File: src/rtl/dmem_arbiter.sv
// dmem_arbiter: shares one single-port, word-addressed data memory between the
// core load/store path (port 0) and the loader/debug path (port 1), round-robin.
module dmem_arbiter #(
  parameter int DEPTH = 256,
  parameter int AW    = 32,
  parameter int DW    = 32
) (
  input  logic          clk,
  input  logic          rst,
  input  logic          req0,
  input  logic          we0,
  input  logic [AW-1:0] addr0,
  input  logic [DW-1:0] wdata0,
  output logic          ack0,
  output logic          err0,
  output logic [DW-1:0] rdata0,
  input  logic          req1,
  input  logic          we1,
  input  logic [AW-1:0] addr1,
  input  logic [DW-1:0] wdata1,
  output logic          ack1,
  output logic          err1,
  output logic [DW-1:0] rdata1,
  output logic [31:0]   mem_address,
  output logic          mem_read,
  output logic          mem_write,
  output logic [DW-1:0] mem_write_data,
  input  logic [DW-1:0] mem_read_data,
  output logic          busy
);

  typedef enum logic [1:0] {
    IDLE,
    ACCESS,
    RESP
  } state_t;

  state_t state, state_next;

  logic          last_grant;
  logic          win_id;
  logic          win_we;
  logic          win_bad;
  logic [AW-1:0] win_idx;
  logic [DW-1:0] win_wdata;
  logic [DW-1:0] rdata0_q;
  logic [DW-1:0] rdata1_q;

  logic          grant;
  logic          grant_id;
  logic          grant_we;
  logic          grant_bad;
  logic [AW-1:0] grant_addr;
  logic [AW-1:0] grant_idx;
  logic [DW-1:0] grant_wdata;
  logic [DW-1:0] resp_data;

  // On a tie the port that did not win last time gets the grant.
  always_comb begin
    grant       = req0 | req1;
    grant_id    = (req0 && req1) ? ~last_grant : req1;
    grant_we    = grant_id ? we1 : we0;
    grant_addr  = grant_id ? addr1 : addr0;
    grant_wdata = grant_id ? wdata1 : wdata0;
    grant_idx   = grant_addr >> 2;
    grant_bad   = (grant_addr[1:0] != 2'b00) || (grant_idx >= AW'(DEPTH));
  end

  always_ff @(posedge clk) begin
    if (rst) begin
      state <= IDLE;
    end else begin
      state <= state_next;
    end
  end

  always_comb begin
    state_next = state;
    case (state)
      IDLE:    if (grant) state_next = ACCESS;
      ACCESS:  state_next = RESP;
      RESP:    state_next = IDLE;
      default: state_next = IDLE;
    endcase
  end

  // Winner's request is captured at the grant edge; later requester changes are ignored.
  always_ff @(posedge clk) begin
    if (rst) begin
      last_grant <= 1'b1;
      win_id     <= 1'b0;
      win_we     <= 1'b0;
      win_bad    <= 1'b0;
      win_idx    <= '0;
      win_wdata  <= '0;
    end else if (state == IDLE && grant) begin
      last_grant <= grant_id;
      win_id     <= grant_id;
      win_we     <= grant_we;
      win_bad    <= grant_bad;
      win_idx    <= grant_idx;
      win_wdata  <= grant_wdata;
    end
  end

  assign resp_data = (win_we || win_bad) ? '0 : mem_read_data;

  // Each port's read data persists until that port's next acknowledge.
  always_ff @(posedge clk) begin
    if (rst) begin
      rdata0_q <= '0;
      rdata1_q <= '0;
    end else if (state == RESP) begin
      if (win_id) begin
        rdata1_q <= resp_data;
      end else begin
        rdata0_q <= resp_data;
      end
    end
  end

  always_comb begin
    mem_address    = '0;
    mem_write_data = '0;
    mem_read       = 1'b0;
    mem_write      = 1'b0;
    ack0           = 1'b0;
    ack1           = 1'b0;
    err0           = 1'b0;
    err1           = 1'b0;
    rdata0         = rdata0_q;
    rdata1         = rdata1_q;
    busy           = (state != IDLE);
    case (state)
      ACCESS: begin
        mem_address    = 32'(win_idx);
        mem_write_data = win_wdata;
        mem_read       = ~win_bad & ~win_we;
        mem_write      = ~win_bad & win_we;
      end
      RESP: begin
        if (win_id) begin
          ack1   = 1'b1;
          err1   = win_bad;
          rdata1 = resp_data;
        end else begin
          ack0   = 1'b1;
          err0   = win_bad;
          rdata0 = resp_data;
        end
      end
      default: begin
      end
    endcase
  end

  a_ack_exclusive: assert property (@(posedge clk) disable iff (rst) !(ack0 && ack1));
  a_strobe_exclusive: assert property (@(posedge clk) disable iff (rst) !(mem_read && mem_write));
  a_strobe_access: assert property (@(posedge clk) disable iff (rst)
                                    (mem_read || mem_write) |-> (state == ACCESS));

endmodule

File: config.mk
export PLATFORM = sky130hd
export DESIGN_NAME = dmem_arbiter
export DESIGN_NICKNAME = d
export VERILOG_FILES = /design/src/rtl/dmem_arbiter.sv
export SDC_FILE = /design/constraint.sdc
export NUM_CORES = 1
export LEC_CHECK = 0
export CAP_MARGIN = 40
export CORE_MARGIN = 1
export CORE_UTILIZATION = 30
export DETAILED_ROUTE_END_ITERATION = 8
export REMOVE_ABC_BUFFERS = 1
export SYNTH_ARGS = -nofsm -noshare
export SYNTH_HDL_FRONTEND = slang
export SYNTH_SLANG_ARGS = --single-unit
File: constraint.sdc
create_clock -name clk -period 1.47 [get_ports clk]
set_input_delay 0.294 -clock clk [delete_from_list [all_inputs] [get_ports clk]]
set_output_delay 0.294 -clock clk [all_outputs]
set_load 0.02 [all_outputs]
**Word level (Yosys, flattened, before mapping)**

Cells that the tools add are included.

- Equality and inequality tests: 3
- Bitwise logic cells: 6
- Mux-type cells: 23
- Magnitude comparators: 1
- Reductions and logical operators: 7

Operators by type and width:

| operator | number |
|---|---|
| $mux W32 | 8 |
| $ge A30 B9 Y1 const B | 1 |
| $mux W30 | 1 |
| $mux W1 | 12 |
| $pmux W2 S2 | 1 |
| $reduce_bool A2 Y1 | 2 |
| $not A1 Y1 | 3 |
| $and A1 B1 Y1 | 2 |
| $eq A2 B1 Y1 const B | 1 |
| $eq A2 B2 Y1 const B | 1 |
| $logic_and A1 B1 Y1 | 2 |
| $logic_not A2 Y1 | 1 |
| $logic_or A1 B1 Y1 | 2 |
| $mux W2 | 1 |
| $ne A2 B2 Y1 const B | 1 |
| $or A1 B1 Y1 | 1 |

- Input port bits: 166
- Word-level logic and storage cells: 49
- Output and inout port bits: 135
- Register bits after elaboration: 132

**Longest topological paths before layout**

Gate-level depths: netlist of run 1.

- Word-level depth: 5
- Depth in mapped cells: 6
- Depth with buffers taken out: 4

**Worst setup path before layout of run 1**

No wires, ideal clock.

- Path type: register to output
- Start point: reg state[1]
- End point: out err0
- Slack: -0.270 ns
- Data arrival time: 1.446 ns
- Cell stages (with the launch flop): 6
- Required time: 1.176 ns
- Path buffers: 2
- Path through: dfxtp_1 -> or3b_1 -> buf_2 -> buf_2 -> inv_1 -> and2_1

- Cells in the longest elaborated chain, start to end: 2

Ends and longest elaborated chain:

| element | line | text |
|---|---|---|
| from (decl) | 38 | `state_t state, state_next;` |
| from (signal assigned) | 73 | `state <= state_next;` |
| $eq A2 B2 Y1 | 134 | `case (state)` |
| $mux W1 | 134 |  |
| to (decl) | 15 | `output logic err0,` |

No other way between the ends.

**Final worst setup path of run 1**

- Start point: reg win_id
- End point: out rdata0[9]

- Cells in the longest elaborated chain, start to end: 2

Ends and longest elaborated chain:

| element | line | text |
|---|---|---|
| from (decl) | 41 | `logic win_id;` |
| from (signal assigned) | 98 | `win_id <= grant_id;` |
| $mux W32 | 142 | `if (win_id) begin` |
| $mux W32 | 134 |  |
| to (decl) | 16 | `output logic [DW-1:0] rdata0,` |

No other way between the ends.

==> results.md, run 1 <==
* Drt total wl at around 25 mm
* RSZ-0062 raised after global routing: yes
* IO Count at between 300 and 400
* H-tree depth at 4
* Port bufs at around 300
* Worst EP required at ~1.2 ns
* Pre-CTS setup slack at -0.701 ns
* Setup TNS at -72.98 ns
* Setup CP Type: reg2out
* Inserted Clock Buffers at 17
* CTS tree: done
* RD Place Congestion at between 0.7 and 0.8
* Avg Vias per Cell at ~4.7
* PwrDens at around 900 mW/mm^2
* Vias at ~6500
* Post-synthesis cell area at approximately 0.0061 sq mm
* Core Rows at roughly 50
* Cells after DPL at about 1300
* Area Overhead vs Synth at 104%
* Switch share at a little under 30%
* Clock Skews at roughly 0.0094 ns
* PnR Total Power at roughly 11 mW
* Initial antenna violation count at 1
* Final Setup Violations at ~240
* Routed len/inst at approximately 18 microns
* Final #Nets at 1259
* Antenna Cells at 0
* Net switching power at 3.27 mW
* DRT iter0 DRCs at 197
* Area of the core at 0.0197 sq mm
* Tcrit/Tclk final at 144%
* Sequential area share after synthesis at between 40% and 50%
* Most common flop cell mapped by yosys: dfxtp_1
* CP endpoint kind: primary output
* Hold Crit Start: rst
* Worst hold-check path type: in2reg
* Worst setup SP type: flop
* Peak supply drop at 0.704 mV
* HPWL after detailed placement at 14.4 mm
* First-pass GRT wire length at between 30 and 40 mm
* Commonest non-fill, non-tap cell in the layout: clkdlybuf4s50_1
* Initial core utilization at about 31%
* Crit Path Max Fanout at 8
* Layout cells sized above 1 at 44.9%
* Gr usage total at approximately a fifth
* Post-synth EDFFs at 0
* Violated checks: negative setup slack
* Die Area at 0.0209 sq mm
* Clock Sinks at roughly 130
* Hold endpoint: rdata1_q[11]
* Dpl cell area at 0.00974 sq mm
* Vias in the first global route at 5922
* Cell variety after synth at 32
* Fin worst setup slack at -0.643 ns
* Outcome: finished with violations
* Share of total power in combinational logic at a little over a quarter
* Final hold vios at 0
* Clock Latency Late Sink at 0.42 ns
* Origin of the worst setup path: win_id
* Die Wd at ~140 microns
* Router iterations before antenna repair at 5
* Root buf cell: clkbuf_16
* Total gr overflow at 0
* DRC at 0
* FF-to-FF End: rdata0_q[9]
* Fin util at 63.0%
* Worst Hold Depth at 2
* Internal power at approximately 8.0 mW
* Yosys reg bits at about 130
* Clk pwr share at a little under two fifths
* Worst Path Arrival at 1.82 ns
* Final slew viol count at 0
* Syn_area_per_cell at ~8.6 sq um
* Most frequent cells in the layout: clkdlybuf4s50_1 (164), buf_6 (134), dfxtp_1 (127)
* Die height at between 100 and 150 microns
* Register share of total power at between 30% and 40%
* Worst R2R Path Depth at 7
* Post-CTS Hold Buffers at 0
* Post-route insts no fill at ~1400
* Hold WS at 0.207 ns
* Cells after Synth at 712
* LEAKAGE at just over 5 nW
* Max-Cap Viols at 0
* ANT nets after route at 0
* Largest net degree at the start of global routing at 50
* Final min period at 2.11 ns
* Max frequency at 473 MHz
* Clock slew at reported path FFs at ~0.060 ns
* R2r startpoint: win_id
* Clock tree buffer depth at 2
* Final instance area at roughly 0.012 sq mm
* Synth warn at 0
* Synth async-reset ratio at 0%
* R2R setup slack at -0.18 ns
sequential cells by signal (all words and copies together), names as in the netlist:
name and count:
last_grant 1, win_bad 1, rdata1_q 32, win_we 1
win_wdata 32, rdata0_q 32, win_idx 30, win_id 1
state 2
repair_timing:
item	4_1_cts	5_1_grt
cloned	14	9
setup buffers	15	30
resized for setup	730	374
setup endpoints to repair	206	243
pin swaps	11	32
metal layers:
metal	track usage, %	wire (microns)	vias up
met4	5.60	436	0
li1	-	-	3185
met2	35.5	12400	258
met1	24.5	10100	3008
met3	8.68	2210	32
met5	0	0	-
area by class of cell:
class | count | area (sq um)
clock inverter | 13 | 149
clock buffer | 19 | 443
timing repair buffer | 422 | 4760
tap | 265 | 332
fill | 1607 | 7290
sequential | 132 | 2650
multi-input combinational | 518 | 4080
inverter | 2 | 12.5
worst max-delay path by stage:
stage,to,depth (start not counted)
floorplan,win_bad,3
global placement,rdata0[14],4
detailed placement,rdata0[10],4
CTS,rdata0[9],4
global route,rdata1[31],7
finish,rdata0[9],6
power groups by stage:
| stage | Sequential (mW) | Combinational [mW] | Clock (mW) |
|---|---|---|---|
| 6_report | 3.95 | 3.05 | 4.31 |
| 5_1_grt | 3.97 | 3.26 | 4.58 |
| 3_3_place_gp | 3.99 | 2.24 | 0 |
| 2_1_floorplan | 3.97 | 1.01 | 0 |
| 3_5_place_dp | 4.00 | 2.25 | 0 |
| 4_1_cts | 3.92 | 2.55 | 4.39 |
kinds of logic (layout without fill, tap and decap cells):
| family | after synthesis | in the layout | synth area share (%) |
|---|---|---|---|
| other | 1 | 2 | 0.0614 |
| and+or+nand+nor | 322 | 322 | 26.5 |
| AOI/OAI and AO/OA | 132 | 132 | 14.7 |
| DFF | 132 | 132 | 43.3 |
| muxes | 62 | 62 | 10.2 |
| buffers and inverters | 63 | 456 | 5.27 |
worst max-delay path, stage by stage, from the launching register on:
cell and delay, ns:
dfxtp_2 0.32, or3b_4 0.46, buf_6 0.16, clkbuf_16 0.17
nand2_2 0.09, o21ai_2 0.07, buf_6 0.13
Yosys cell counts, types with 2 or more instances:
master	n	share of area (%)
nand2_1	100	6.2
and2_1	65	6.7
nor2b_1	67	6.9
mux2i_1	62	10
clkbuf_1	26	1.6
o21ai_1	30	2.5
nor2_1	66	4.1
o21ai_0	19	1.6
buf_2	26	2.1
nand3b_1	2	0.25
buf_4	4	0.49
dfxtp_1	132	43
inv_1	2	0.12
buf_6	5	0.92
nor4_1	10	1.0
a211oi_1	62	7.6
o21ai_2	17	2.4
nand4_1	2	0.20
nor3_1	2	0.16
No activity file was read; power rests on OpenSTA's default activity.
==> inputs of run 2 (changes only) <==
--- a/config.mk
+++ b/config.mk
@@ -5,6 +5,7 @@
 export SDC_FILE = /design/constraint.sdc
 export NUM_CORES = 1
 export LEC_CHECK = 0
+export ABC_AREA = 1
 export CAP_MARGIN = 40
 export CORE_MARGIN = 1
 export CORE_UTILIZATION = 30
==> run 2 against run 1 <==
The run still ends with negative setup slack left. Total power is 4.3% higher. Die area increased by 7.3%. Wire length increased by 4.0%. Utilization fell by 2.6 points. Area after synthesis up 7.4%. Worst hold slack gained 0.033 ns. Combinational power rose by 22%. Global-route usage increased by 1.6 points. Critical path depth increased by 4. Clock skew is 0.0061 ns higher. Highest routed layer unchanged.
==> results.md, run 2 <==
* Outcome: finished with violations
* Violated checks: negative setup slack
* Final #Nets at 1596
* Commonest non-fill, non-tap cell in the layout: buf_4
* Worst Hold Depth at 2
* R2R setup slack at -0.09 ns
* R2r startpoint: state[1]
* Tcrit/Tclk final at 142%
* IO Count at between 300 and 400
* Hold Crit Start: rst
* Largest net degree at the start of global routing at 64
* Initial core utilization at roughly 31%
* Dominant cells by area after synthesis: dfxtp_1 (40%), nand2_1 (10%), inv_1 (7.8%)
* First-pass GRT wire length at a little under 40 mm
* Cell variety after synth at 22
* Worst setup SP type: flop
* RD Place Congestion at 0.857
* Setup CP Type: reg2out
* Final instance area at around 0.013 sq mm
* Layout cells sized above 1 at 42.0%
* PwrDens at about 920 mW/mm^2
* Worst R2R Path Depth at 11
* Router iterations before antenna repair at 4
* Cells after Synth at roughly 950
* Worst hold-check path type: in2reg
* Clock tree buffer depth at 2
* Final min period at roughly 2.1 ns
* Clock Skews at 0.0155 ns
* Final hold vios at 0
* Gr usage total at ~23%
* Most frequent cells in the layout: buf_4 (268), nand2_1 (171), clkdlybuf4s50_1 (162)
* Final Setup Violations at 144
* Hold endpoint: rdata0_q[17]
* Max frequency at 479 MHz
* Vias in the first global route at roughly 7700
* Die Area at 0.0224 sq mm
* Clock Latency Late Sink at 0.42 ns
* DRT iter0 DRCs at 292
* Sequential area share after synthesis at 40.3%
* Worst EP required at 1.18 ns
* Yosys reg bits at between 100 and 150
* Post-synthesis cell area at ~0.0066 sq mm
* Most common flop cell mapped by yosys: dfxtp_1
* Die Wd at approximately 150 microns
* Dpl cell area at approximately 0.011 sq mm
* Peak supply drop at between 0.7 and 0.8 mV
* CP endpoint kind: primary output
* RSZ-0062 raised after global routing: yes
* Clock slew at reported path FFs at 0.06 ns
* Max-Cap Viols at 0
* Area Overhead vs Synth at 95.4%
* Largest area contributor in the netlist: dfxtp_1
* Inserted Clock Buffers at 17
* DRC at 0
* ANT nets after route at 0
* Largest registers: rdata0_q: 32 flops, rdata1_q: 32 flops, win_wdata: 32 flops
* LEAKAGE at 5.72 nW
* Synth async-reset ratio at 0%
* Drt total wl at ~26 mm
* Top-area cell type share of the netlist area at between 40% and 50%
* Core Rows at between 50 and 60
* Crit Path Max Fanout at 12
* Vias at 7976
* Routed len/inst at 15.2 microns
* Die height at roughly 150 microns
* Pre-CTS setup slack at -0.699 ns
* Area of the core at 0.0212 sq mm
* Worst Path Arrival at about 1.8 ns
* Root buf cell: clkbuf_16
* Port bufs at a little under 300
* Most common cell in the netlist: nand2_1
* Initial antenna violation count at 2
* Post-synth top cells: nand2_1 (177), inv_1 (136), dfxtp_1 (132)
* Final slew viol count at 0
* H-tree depth at 4
* Avg Vias per Cell at about 4.6
* Fill cell count at around 1900
* Fin worst setup slack at -0.619 ns
* FF-to-FF End: rdata0_q[28]
* Synth warn at 0
* Post-synth EDFFs at 0
* Post-CTS Hold Buffers at 0
* Syn_area_per_cell at a little under 7 sq um
* CTS tree: done
* HPWL after detailed placement at ~17 mm
* Total gr overflow at 0
* Clock Sinks at around 130
run 2: cell count changes after synthesis, sizes merged, moves of 10 or more:
| cell | before | now |
|---|---|---|
| inv | 2 | 138 |
| nand2 | 100 | 178 |
| nor2b | 67 | 0 |
| a21oi | 1 | 66 |
| and2 | 65 | 0 |
| or2 | 2 | 65 |
| a31oi | 0 | 62 |
| mux2i | 62 | 0 |
| nand3 | 1 | 23 |
| nor2 | 68 | 87 |
| buf | 35 | 45 |
| nor4 | 10 | 0 |
run 2: cell families (layout without fill, tap and decap cells):
logic type | Yosys count | count (layout) | synth area share [%]
buffers and inverters | 211 | 699 | 12.9
DFF | 132 | 132 | 40.3
AOI/OAI and AO/OA | 255 | 255 | 23.1
and+or+nand+nor | 355 | 355 | 23.6
other | 1 | 4 | 0.0572
run 2: routing by layer:
layer / global-route usage [%] / part of all wire (%)
met3: 5.88 / 5.3
met2: 38.7 / 49
met5: 0 / 0
met1: 27.6 / 43
met4: 7.53 / 2.5
run 2: area by class of cell:
cell class | count | area (sq um) | area share [%]
diodes | 2 | 5.00 | 0.0391
clock buffers | 18 | 439 | 3.43
clock inverters | 14 | 128 | 0.996
inverters | 138 | 526 | 4.10
multi-input cells | 612 | 3610 | 28.2
flip-flops and latches | 132 | 2650 | 20.7
well taps | 275 | 344 | 2.69
repair buffers | 529 | 5110 | 39.9
run 2: worst max path at each step:
stage / start / endpoint / slack [ns] / depth (start not counted)
2_1_floorplan: state[1] / rdata1[0] / -1.29 / 7
3_3_place_gp: state[1] / rdata0[18] / -0.70 / 9
3_5_place_dp: state[1] / rdata0[18] / -0.70 / 9
4_1_cts: state[1] / rdata0[16] / -0.71 / 11
5_1_grt: state[1] / rdata0[13] / -0.74 / 10
6_report: state[1] / rdata0[13] / -0.62 / 10
run 2: timing repair:
item	4_1_cts	5_1_grt
pin swaps	14	8
buffers inserted	24	16
setup endpoints to repair	136	232
endpoints found under the hold margin	0	0
gates cloned	9	3
resized for setup	784	126
run 2: report_power, final:
group | internal (mW) | total (mW) | switching [mW]
logic | 1.91 | 3.71 | 1.80
registers | 3.86 | 3.98 | 0.121
clock network | 2.39 | 4.10 | 1.72
run 2: stage by stage:
step                      TNS, ns  power, mW  cells  hold slack (ns)  utilization, %
final                      -59.26       11.8   1720            0.240            60.4
after detailed placement   -82.96       7.19   1638            0.452            52.7
after CTS                  -61.73       11.6   1702            0.219            57.5
after floorplan           -205.89       5.31    882            0.363               -
after global routing       -75.11       12.4   1719            0.244            60.3
after global placement     -81.23       7.17   1638            0.445            52.7
run 2: worst max-delay path, stage by stage (launching register included):
cell and delay, ns:
dfxtp_2 0.31, inv_2 0.07, nor2_4 0.05, inv_2 0.07
nor2_4 0.05, buf_4 0.14, buf_12 0.13, or2_2 0.27
inv_1 0.09, a21oi_1 0.05, buf_4 0.16
==> inputs of run 3 (changes only) <==
--- a/config.mk
+++ b/config.mk
@@ -10,6 +10,7 @@
 export CORE_MARGIN = 1
 export CORE_UTILIZATION = 30
 export DETAILED_ROUTE_END_ITERATION = 8
+export PLACE_DENSITY = 0.62
 export REMOVE_ABC_BUFFERS = 1
 export SYNTH_ARGS = -nofsm -noshare
 export SYNTH_HDL_FRONTEND = slang
==> run 3 against run 2 <==
The run still ends with negative setup slack left. Non-clock buffer count grew 46. Total power grew 2.3%. Sequential power about the same. Clock-buffer cell count is 1 higher. Critical endpoint is now rdata0[5]. Largest cell class unchanged. Largest power group unchanged.
==> results.md, run 3 (synthesized netlist as in run 2, its figures left out) <==
* Worst hold-check path type: in2reg
* Crit Path Max Fanout at 11
* Final Setup Violations at 161
* Routed len/inst at about 16 microns
* Dpl cell area at approximately 0.011 sq mm
* Worst stage delay on the critical path at about 0.32 ns
* RSZ-0062 raised after global routing: yes
* Clock Sinks at 132
* ANT nets after route at 0
* Final #Nets at approximately 1600
* Violated checks: negative setup slack
* Avg Vias per Cell at roughly 4.8
* Clock Latency Late Sink at between 0.4 and 0.5 ns
* Max-Cap Viols at 0
* Worst Path Arrival at 2.02 ns
* Core Rows at 53
* Crit path cell chain: inv_2 -> nor2_4 -> inv_2 -> nor2_4 -> buf_4 -> buf_16 -> or2_2 -> inv_1 -> a21oi_1 -> buf_4
* Layout cells sized above 1 at roughly 48%
* CTS tree: done
* Hold WS at 0.257 ns
* Inserted Clock Buffers at 17
* Tcrit/Tclk final at 158%
* Worst EP required at roughly 1.2 ns
* DRT iter0 DRCs at just under 400
* PnR Total Power at 12.1 mW
* Slowest library cell on the worst path: dfxtp_2
* Port bufs at 298
* Clock tree buffer depth at 2
* Die Wd at roughly 150 microns
* Final min period at between 2 and 2.5 ns
* Clock slew at reported path FFs at 0.05 ns
* Total gr overflow at 0
* Die Area at 0.0224 sq mm
* Vias at about 8500
* Post-CTS Hold Buffers at 0
* Setup CP Type: reg2out
* Antenna Cells at 0
* Worst setup SP type: flop
* H-tree depth at 4
* Area Overhead vs Synth at 109%
* Clock Skews at 0.0143 ns
* Final hold vios at 0
* Area of the core at about 0.021 sq mm
* Vias in the first global route at approximately 7800
* DRC at 0
* Peak supply drop at 0.731 mV
* Largest registers: rdata0_q: 32 flops, rdata1_q: 32 flops, win_wdata: 32 flops
* Commonest non-fill, non-tap cell in the layout: buf_4
* RD Place Congestion at 0.922
* Initial core utilization at a little under a third
* First-pass GRT wire length at just over 40 mm
* Root buf cell: clkbuf_16
* PwrDens at between 800 and 900 mW/mm^2
* Fill cell count at roughly 1800
* Largest net degree at the start of global routing at 64
* Fin worst setup slack at -0.847 ns
* Final slew viol count at 0
* CP endpoint kind: primary output
* Initial antenna violation count at 0
* HPWL after detailed placement at 17.3 mm
* Most frequent cells in the layout: buf_4 (273), nand2_1 (162), clkdlybuf4s50_1 (162)
* Drt total wl at slightly below 30 mm
* Cells after DPL at 1642
* IO Count at approximately 300
* Max frequency at 432 MHz
* Die height at 150 microns
* Router iterations before antenna repair at 4
* Post-route insts no fill at between 1500 and 2000
* Pre-CTS setup slack at -0.661 ns
* Gr usage total at 23.6%
* LEAKAGE at 6.03 nW
* Worst slew margin at between 50% and 60%
* Actual slew at the worst max-slew pin at around 0.70 ns
* Final instance area at approximately 0.014 sq mm
* Outcome: finished with violations
## run 3: cell types whose count changed in the layout (fill, tap and decap cells not counted), sizes merged
cell          before  now
diode              2    0
dlymetal6s2s       0    2
buf              360  406
clkinv             5    6
bufbuf             2    0
clkbuf            21   24
dlygate4sd2        2    0
inv              142  140
## run 3: repair_timing
| action | in CTS | in global routing |
|---|---|---|
| buffers inserted | 36 | 62 |
| gates cloned | 11 | 5 |
| pin swaps | 1 | 41 |
| endpoints found under the setup margin | 156 | 246 |
| resized for setup | 640 | 436 |
## run 3: area by class of cell
cell class	count	area (sq um)	area share, %
Timing Repair Buffer	575	5670	41.3
Sequential cell	132	2650	19.4
Clock buffer	19	443	3.23
Clock inverter	13	126	0.922
Inverter	138	573	4.18
Multi-Input combinational cell	612	3900	28.5
Tap cell	275	344	2.51
## run 3: final timing paths
path	from	end	slack, ns	depth (start not counted)
worst max-delay path	state[1]	rdata0[5]	-0.85	10
worst min-delay path	rst	state[0]	0.26	2
worst max register to register	state[1]	rdata0_q[27]	-0.25	11
worst min register to register	win_idx[28]	win_idx[28]	0.48	2
## run 3: routing by layer
layer  vias up  global-route usage, %  wire length, microns
li1       4143                      -                     -
met1      3989                   30.0                 12200
met2       298                   39.8                 14400
met3        44                   4.60                  1570
met4         0                   8.18                   699
met5         -                      0                     0
## run 3: report_power, final
part,internal [mW],total [mW],switching [mW]
sequential,3.86,3.99,0.130
combinational,2.02,3.94,1.92
clock,2.40,4.13,1.74
total,8.28,12.1,3.79
## run 3: critical path: cells and delay by family (launching register included)
kind | cells | cell delay (ns)
AO/OA/AOI/OAI | 1 | 0.20
buffers and inverters | 6 | 0.66
flip-flops | 1 | 0.32
AND/OR/NAND/NOR | 3 | 0.44
## run 3: stage by stage
| step | setup TNS (ns) | util [%] |
|---|---|---|
| after floorplan | -205.89 | - |
| after global placement | -87.81 | 52.4 |
| after detailed placement | -86.78 | 52.4 |
| after CTS | -66.89 | 58.8 |
| after global routing | -79.60 | 64.6 |
| final | -67.11 | 64.6 |
